===== src/rtl/hci_reorder_seq_pkg.sv =====
// Shared types for the reorder-router burst sequencer.
// Holds the FSM state encoding and the per-lane address helper.
package hci_reorder_seq_pkg;

  typedef enum logic [1:0] {
    SEQ_IDLE  = 2'd0,
    SEQ_RUN   = 2'd1,
    SEQ_DRAIN = 2'd2
  } hci_reorder_seq_state_e;

  // Word address of a lane inside the current beat; wraps modulo 2^32.
  function automatic logic [31:0] lane_addr(input logic [31:0] base, input int unsigned lane);
    return base + 32'(lane * 4);
  endfunction

endpackage


===== src/rtl/hci_reorder_seq_if.sv =====
// Request/response bundle between the sequencer and router input channel 0.
// The sequencer is the master; the router side is the slave.
interface hci_reorder_seq_if #(
  parameter int unsigned NB_IN_CHAN  = 2,
  parameter int unsigned NB_OUT_CHAN = 2
) ();

  localparam int unsigned ORD_W = (NB_OUT_CHAN > 1) ? $clog2(NB_OUT_CHAN) : 1;

  logic                         req;
  logic                         gnt;
  logic                         r_valid;
  logic                         wen;
  logic [ORD_W-1:0]             order;
  logic [NB_IN_CHAN-1:0][31:0]  addr;
  logic [NB_IN_CHAN-1:0]        lane_en;

  modport master (
    output req, wen, order, addr, lane_en,
    input  gnt, r_valid
  );

  modport slave (
    input  req, wen, order, addr, lane_en,
    output gnt, r_valid
  );

endinterface


===== src/rtl/hci_reorder_seq.sv =====
// Burst sequencer: walks a word-aligned address range beat by beat into
// hci_router_reorder and reports completion after the last response.
module hci_reorder_seq
  import hci_reorder_seq_pkg::*;
#(
  parameter int unsigned NB_IN_CHAN           = 2,
  parameter int unsigned NB_OUT_CHAN          = 2,
  parameter int unsigned LEN_W                = 16,
  parameter int unsigned FILTER_WRITE_R_VALID = 0
) (
  input  logic                clk_i,
  input  logic                rst_ni,
  input  logic                clear_i,
  input  logic                start_i,
  input  logic [31:0]         base_addr_i,
  input  logic [LEN_W-1:0]    len_i,
  input  logic                wen_i,
  output logic                ready_o,
  output logic                busy_o,
  output logic                done_o,
  output logic [LEN_W-1:0]    beats_left_o,
  hci_reorder_seq_if.master   rtr_if
);

  localparam int unsigned      ORD_W     = (NB_OUT_CHAN > 1) ? $clog2(NB_OUT_CHAN) : 1;
  localparam logic [31:0]      ADDR_STEP = 32'(4 * NB_IN_CHAN);
  localparam logic [LEN_W-1:0] LANES     = LEN_W'(NB_IN_CHAN);
  localparam logic [LEN_W:0]   LANES_X   = (LEN_W + 1)'(NB_IN_CHAN);
  localparam logic             FILT_WR   = (FILTER_WRITE_R_VALID != 0);

  hci_reorder_seq_state_e state_q, state_d;
  logic [31:0]            cur_addr_q, cur_addr_d;
  logic [LEN_W-1:0]       rem_words_q, rem_words_d;
  logic                   wen_q, wen_d;
  logic                   zero_done_q, zero_done_d;

  logic                   run;
  logic                   handshake;
  logic                   last_beat;
  logic                   drain_exit;
  logic [LEN_W:0]         rem_round;
  logic [LEN_W:0]         beats_full;

  assign run        = (state_q == SEQ_RUN);
  assign handshake  = run & rtr_if.gnt;
  assign last_beat  = (rem_words_q <= LANES);
  // Filtered writes never see r_valid, so DRAIN only lasts its single cycle.
  assign drain_exit = (state_q == SEQ_DRAIN) & (rtr_if.r_valid | (~wen_q & FILT_WR));

  always_ff @(posedge clk_i) begin
    if (!rst_ni || clear_i) begin
      state_q     <= SEQ_IDLE;
      cur_addr_q  <= '0;
      rem_words_q <= '0;
      wen_q       <= 1'b0;
      zero_done_q <= 1'b0;
    end else begin
      state_q     <= state_d;
      cur_addr_q  <= cur_addr_d;
      rem_words_q <= rem_words_d;
      wen_q       <= wen_d;
      zero_done_q <= zero_done_d;
    end
  end

  always_comb begin
    state_d     = state_q;
    cur_addr_d  = cur_addr_q;
    rem_words_d = rem_words_q;
    wen_d       = wen_q;
    zero_done_d = 1'b0;
    case (state_q)
      SEQ_IDLE: begin
        if (start_i) begin
          if (len_i != '0) begin
            cur_addr_d  = {base_addr_i[31:2], 2'b00};
            rem_words_d = len_i;
            wen_d       = wen_i;
            state_d     = SEQ_RUN;
          end else begin
            zero_done_d = 1'b1;
          end
        end
      end
      SEQ_RUN: begin
        if (handshake) begin
          cur_addr_d  = cur_addr_q + ADDR_STEP;
          rem_words_d = last_beat ? '0 : (rem_words_q - LANES);
          if (last_beat) begin
            state_d = SEQ_DRAIN;
          end
        end
      end
      SEQ_DRAIN: begin
        if (drain_exit) begin
          state_d = SEQ_IDLE;
        end
      end
      default: begin
        state_d = SEQ_IDLE;
      end
    endcase
  end

  // The completion pulse is suppressed in any cycle where a clear or reset wins.
  assign done_o  = (zero_done_q | drain_exit) & ~clear_i & rst_ni;
  assign ready_o = (state_q == SEQ_IDLE) | done_o;
  assign busy_o  = (state_q == SEQ_RUN) | (state_q == SEQ_DRAIN);

  assign rem_round    = {1'b0, rem_words_q} + (LANES_X - 1'b1);
  assign beats_full   = rem_round / LANES_X;
  assign beats_left_o = beats_full[LEN_W-1:0];

  assign rtr_if.req   = run;
  assign rtr_if.wen   = wen_q;
  assign rtr_if.order = run ? cur_addr_q[2 +: ORD_W] : '0;

  for (genvar gi = 0; gi < NB_IN_CHAN; gi++) begin : g_lane
    assign rtr_if.addr[gi]    = run ? lane_addr(cur_addr_q, gi) : 32'h0;
    assign rtr_if.lane_en[gi] = run & (rem_words_q > LEN_W'(gi));
  end

endmodule


===== src/flat_wrapper.sv =====
// flat-port wrapper written by rule: the top's interface ports become plain ports
module hci_reorder_seq_flat import hci_reorder_seq_pkg::*;
#(
  parameter int unsigned NB_IN_CHAN           = 2,
  parameter int unsigned NB_OUT_CHAN          = 2,
  parameter int unsigned LEN_W                = 16,
  parameter int unsigned FILTER_WRITE_R_VALID = 0
)
  (clk_i, rst_ni, clear_i, start_i, base_addr_i, len_i, wen_i, ready_o, busy_o, done_o, beats_left_o, rtr_if_req, rtr_if_wen, rtr_if_order, rtr_if_addr, rtr_if_lane_en, rtr_if_gnt, rtr_if_r_valid);
  hci_reorder_seq_if #(.NB_IN_CHAN(NB_IN_CHAN), .NB_OUT_CHAN(NB_OUT_CHAN)) rtr_if_i ();
  input  logic clk_i;
  input  logic rst_ni;
  input  logic clear_i;
  input  logic start_i;
  input  logic [31:0] base_addr_i;
  input  logic [LEN_W-1:0] len_i;
  input  logic wen_i;
  output logic ready_o;
  output logic busy_o;
  output logic done_o;
  output logic [LEN_W-1:0] beats_left_o;
  output wire logic [$bits(rtr_if_i.req)-1:0] rtr_if_req;
  output wire logic [$bits(rtr_if_i.wen)-1:0] rtr_if_wen;
  output wire logic [$bits(rtr_if_i.order)-1:0] rtr_if_order;
  output wire logic [$bits(rtr_if_i.addr)-1:0] rtr_if_addr;
  output wire logic [$bits(rtr_if_i.lane_en)-1:0] rtr_if_lane_en;
  input wire logic [$bits(rtr_if_i.gnt)-1:0] rtr_if_gnt;
  input wire logic [$bits(rtr_if_i.r_valid)-1:0] rtr_if_r_valid;
  assign rtr_if_req = rtr_if_i.req;
  assign rtr_if_wen = rtr_if_i.wen;
  assign rtr_if_order = rtr_if_i.order;
  assign rtr_if_addr = rtr_if_i.addr;
  assign rtr_if_lane_en = rtr_if_i.lane_en;
  assign rtr_if_i.gnt = rtr_if_gnt;
  assign rtr_if_i.r_valid = rtr_if_r_valid;
  hci_reorder_seq #(.NB_IN_CHAN(NB_IN_CHAN), .NB_OUT_CHAN(NB_OUT_CHAN), .LEN_W(LEN_W), .FILTER_WRITE_R_VALID(FILTER_WRITE_R_VALID)) u_core (.clk_i(clk_i), .rst_ni(rst_ni), .clear_i(clear_i), .start_i(start_i), .base_addr_i(base_addr_i), .len_i(len_i), .wen_i(wen_i), .ready_o(ready_o), .busy_o(busy_o), .done_o(done_o), .beats_left_o(beats_left_o), .rtr_if(rtr_if_i));
endmodule

===== config.mk =====
export PLATFORM = sky130hd
export DESIGN_NAME = hci_reorder_seq_flat
export DESIGN_NICKNAME = d
export VERILOG_FILES = /design/src/rtl/hci_reorder_seq_pkg.sv /design/src/rtl/hci_reorder_seq_if.sv /design/src/rtl/hci_reorder_seq.sv /design/src/flat_wrapper.sv
export SDC_FILE = /design/constraint.sdc
export NUM_CORES = 1
export LEC_CHECK = 0
export CAP_MARGIN = 5
export CELL_PAD_IN_SITES_DETAIL_PLACEMENT = 1
export CELL_PAD_IN_SITES_GLOBAL_PLACEMENT = 2
export CORE_UTILIZATION = 23
export CTS_CLUSTER_DIAMETER = 60
export DETAILED_ROUTE_END_ITERATION = 8
export PLACE_DENSITY = 0.87
export REMOVE_ABC_BUFFERS = 1
export SYNTH_ARGS = -nofsm -noshare
export SYNTH_HDL_FRONTEND = slang
export SYNTH_SLANG_ARGS = --single-unit

===== constraint.sdc =====
create_clock -name clk_i -period 2.6 [get_ports clk_i]
set_input_delay 0.52 -clock clk_i [delete_from_list [all_inputs] [get_ports clk_i]]
set_output_delay 0.52 -clock clk_i [all_outputs]
set_load 0.02 [all_outputs]

==> summary by stage <==
Run status
The run finished, with violations left. The final reports fail on negative setup slack.

Logic synthesis
The share of synthesized area in the top cell type comes to 0.2256. Counting flops with a built-in enable in the synthesized netlist gives 0. The sequential cell area fraction in the yosys report is 0.2256. The share of flip-flops with an asynchronous set or reset is 0. The count of different cell masters after synthesis is 62. The instance count of the mapped netlist is about 620. The primary flip-flop cell chosen by synthesis mapping is sky130_fd_sc_hd__dfxtp_1. In the synthesized netlist, the cells that appear most often are 64 x sky130_fd_sc_hd__nand2_1, 63 x sky130_fd_sc_hd__nor2_1, 60 x sky130_fd_sc_hd__a21oi_1. In the post-synthesis netlist, the cell with the most instances is sky130_fd_sc_hd__nand2_1. The post-synthesis sequential element count is 50.

A synthesized cell averages 7.110 um^2. Ranked by total cell area, the synthesized netlist is headed by sky130_fd_sc_hd__dfxtp_1 23%, sky130_fd_sc_hd__a21oi_1 6.8%, sky130_fd_sc_hd__nand2_1 5.4%. The area of the mapped netlist is about 4400 um^2. During synthesis, Yosys emitted a total of 0 warnings. The synthesized design spends more area on one cell type than any other, namely sky130_fd_sc_hd__dfxtp_1.

Floorplan
The floorplan die height is 140.9 um. The core region is between 15,000 and 20,000 um^2. The effective utilization at floorplan is 0.2356. After floorplanning, the core was divided into 50 placement rows.

The die covers 19,850 um^2. The I/O pin count is 143. The die is 140.9 um wide.

Layout
The number of inserted filler cells in the final layout is 2,295. In the final layout, the share of cells above drive strength 1 is 0.2609. The count of placed standard cells in the final layout, fillers left out is about 1,100. The number of nets at the end of the flow is just under 900.

The area growth from synthesis to layout is 61.03%. The repair_antennas step left the layout with diodes totalling 0.

STA
Measured against its own limit, the worst slew margin works out to 0.4280. At the pin with the least slew margin, the transition time is 854.8 ps. Setup violations remaining at the end of the flow were counted as 14. Based on the critical path, the design can be clocked at up to 0.3495 GHz. Of the available clock period, the critical path in the final layout requires 1.100. Setup slack on the critical path of the routed design comes to -261.2 ps. The number of failing hold endpoints at the final stage is 0. For the final database, setup skew stands at 8.516 ps. The count of final max-slew check failures is 0. Setup repair after global routing could not meet its margin everywhere. The post-route worst hold slack is roughly 490 ps.

Counting I/O delays and the setup requirement, the final critical path takes 2861 ps. Summed over all failing endpoints, the final setup total negative slack is -1481 ps.

Setup path
Of all nets on the critical path, the largest fanout is 2. The worst setup path is captured at an output pin. The startpoint of the most critical register-to-register path is u_core.state_q[1]. In this design, the stage delay of the slowest critical-path cell is 520 ps.

The critical path launch point type is a flip-flop. The worst setup path is of the reg -> out kind. Setup slack on the worst reg-to-reg path comes out at 170 ps. The worst register-to-register path ends at u_core.rem_words_q[9]. The standard cell with the maximum stage delay on the critical path is sky130_fd_sc_hd__or4_4. For the worst setup path, the data required time is 2080 ps. The critical path goes through ha_4, nand3_4, or4_4, nor3_4, nand3_2, or3_4, a21oi_2, buf_4. For the worst flop-to-flop path, the logic depth is 9. The arrival time reported for the critical path endpoint is roughly 2300 ps.

Clock tree
The clock tree from TritonCTS is built. The worst-skew pair later-pin latency is 300 ps. TritonCTS created 5 clock buffers. The H-tree generated during clock tree synthesis spans 2 levels.

The clock net in this run drives a total of 50 sinks. After clock tree synthesis, the clock-pin slew on the worst setup and hold paths is ~70 ps. The total of hold buffers inserted after clock tree synthesis is 0. The clock tree buffer depth is 2. The tree is rooted in a sky130_fd_sc_hd__clkbuf_16.

Place
The global placement routability congestion is 0.8231. The HPWL after detailed placement is 13,270 um. The count of input and output buffers is 136. After detailed placement, the design holds a cell count of 1,051. The worst setup slack after placement is -479.4 ps.

Routing
After detailed routing, the average wire length per cell comes to 17.31 um. The length of the first detailed-routing pass in iterations is 5. The routed wire length is 18,840 um. The vias after detailed routing is 5,352. Once detail routing completed, the nets flagged for antenna violations numbered 0. The total DRC errors in the routed layout is 0. In the routed layout, each cell is associated on average with a via count of between 4 and 5. In this run, the number of DRC markers left after iteration 0 of detailed routing was 254.

Hold path
The startpoint of the most critical hold path is u_core.rtr_if.wen. Counting instances, the worst hold path has a depth of 2. The end point of the most critical hold path is u_core.rtr_if.wen. The worst hold path belongs to the class reg -> reg.

Global route
The number of global-route vias before repair is 5,393. Entering global routing, the biggest net connects 58 pins. The initial antenna violation count was 0. The total global routing overflow is 0.

The global-route wire length before repair is 29,330 um. Across every metal layer, demand over resource in global routing totals 0.1867.

Power and ir drop
The maximum vdd drop is 0.0002476 V. In this run the power density over the cells is 357.0 nW/um^2. The sum of internal, switching and leakage power is 2.550 mW. Summed over all cells, the static leakage comes to 2.916 nW.

Job
The number of max-cap violations is 0.
-- area by class of cell --
cell class / instances / area [um^2] / share of cell area
sequential: 50 / 1021 / 0.1429
inverter: 16 / 60.06 / 0.008406
multi-input combinational: 496 / 3219 / 0.4506
tap: 260 / 325.3 / 0.04553
clock inverter: 3 / 40.04 / 0.005604
clock buffer: 5 / 125.1 / 0.01751
timing repair buffer: 258 / 2354 / 0.3294
-- stage by stage --
step	instance area [um^2]	utilization
floorplan	4056	-
global placement	6507	0.3456
detailed placement	6507	0.3456
CTS	6830	0.3627
global route	7144	0.3794
finish	7144	0.3794
-- kinds of logic (layout without fill, tap and decap cells) --
| logic type | Yosys count | after routing | share of synthesized area |
|---|---|---|---|
| xor+xnor | 42 | 42 | 0.08291 |
| simple gates | 282 | 282 | 0.3302 |
| buf+inv | 81 | 282 | 0.1018 |
| other cells | 1 | 4 | 0.0008452 |
| flops | 50 | 50 | 0.2256 |
| fa+ha+maj | 11 | 11 | 0.03102 |
| compound gates | 154 | 154 | 0.2208 |
| mux | 3 | 3 | 0.006768 |
-- critical path, delay by kind of cell (launching register included) --
kind | cells | cell delay (ps)
buf+inv | 1 | 150
compound gates | 1 | 120
flops | 1 | 360
simple gates | 5 | 1270
fa+ha+maj | 1 | 150
-- state kept, by name (all words and copies together), names as in the netlist --
register / cells
u_core.cur_addr_q: 30
u_core.rem_words_q: 16
u_core.rtr_if.wen: 1
u_core.state_q: 2
u_core.zero_done_q: 1
-- metal layers --
metal / routed length (um) / global-route usage / up-vias / share of wire
met5: 0 / 0 / - / 0
met4: 363 / 0.04577 / 0 / 0.019
met3: 755 / 0.03023 / 22 / 0.040
met2: 8973 / 0.3166 / 125 / 0.48
met1: 8745 / 0.2459 / 2597 / 0.46
li1: - / - / 2608 / -
-- power breakdown --
group	internal, mW	switching [mW]	leakage [nW]	total [mW]
Sequential	0.804	0.0377	0.413	0.841
Combinational	0.413	0.524	2.42	0.937
Clock	0.452	0.320	0.0836	0.772
-- how the worst max path moves through the flow --
| stage | start | end | slack [ps] | cells past startpoint |
|---|---|---|---|---|
| finish | u_core.cur_addr_q[4] | rtr_if_addr[61] | -260 | 8 |
| global route | u_core.cur_addr_q[4] | rtr_if_addr[61] | -360 | 8 |
| CTS | u_core.cur_addr_q[4] | rtr_if_addr[61] | -320 | 8 |
| detailed placement | u_core.cur_addr_q[3] | rtr_if_addr[61] | -480 | 8 |
| global placement | u_core.cur_addr_q[3] | rtr_if_addr[61] | -470 | 8 |
| floorplan | u_core.state_q[1] | u_core.cur_addr_q[23] | -2210 | 8 |
-- what timing repair did --
action                                  4_1_cts  5_1_grt
pin swaps                                    16       29
resized for setup                           137       76
endpoints found under the setup margin       42       56
gates cloned                                  0        1
setup buffers                                15       15
-- cells in the final DEF, fill, tap and decap left out, drive strengths merged, types with 27 or more instances in the layout --
cell	count
buf	139
clkdlybuf4s50	86
nand2	64
nor2	63
a21oi	60
dfxtp	50
o21ai	34
and2	31
nor3	29
nand3	27
Note: power is estimated with default switching activity, not from simulation.
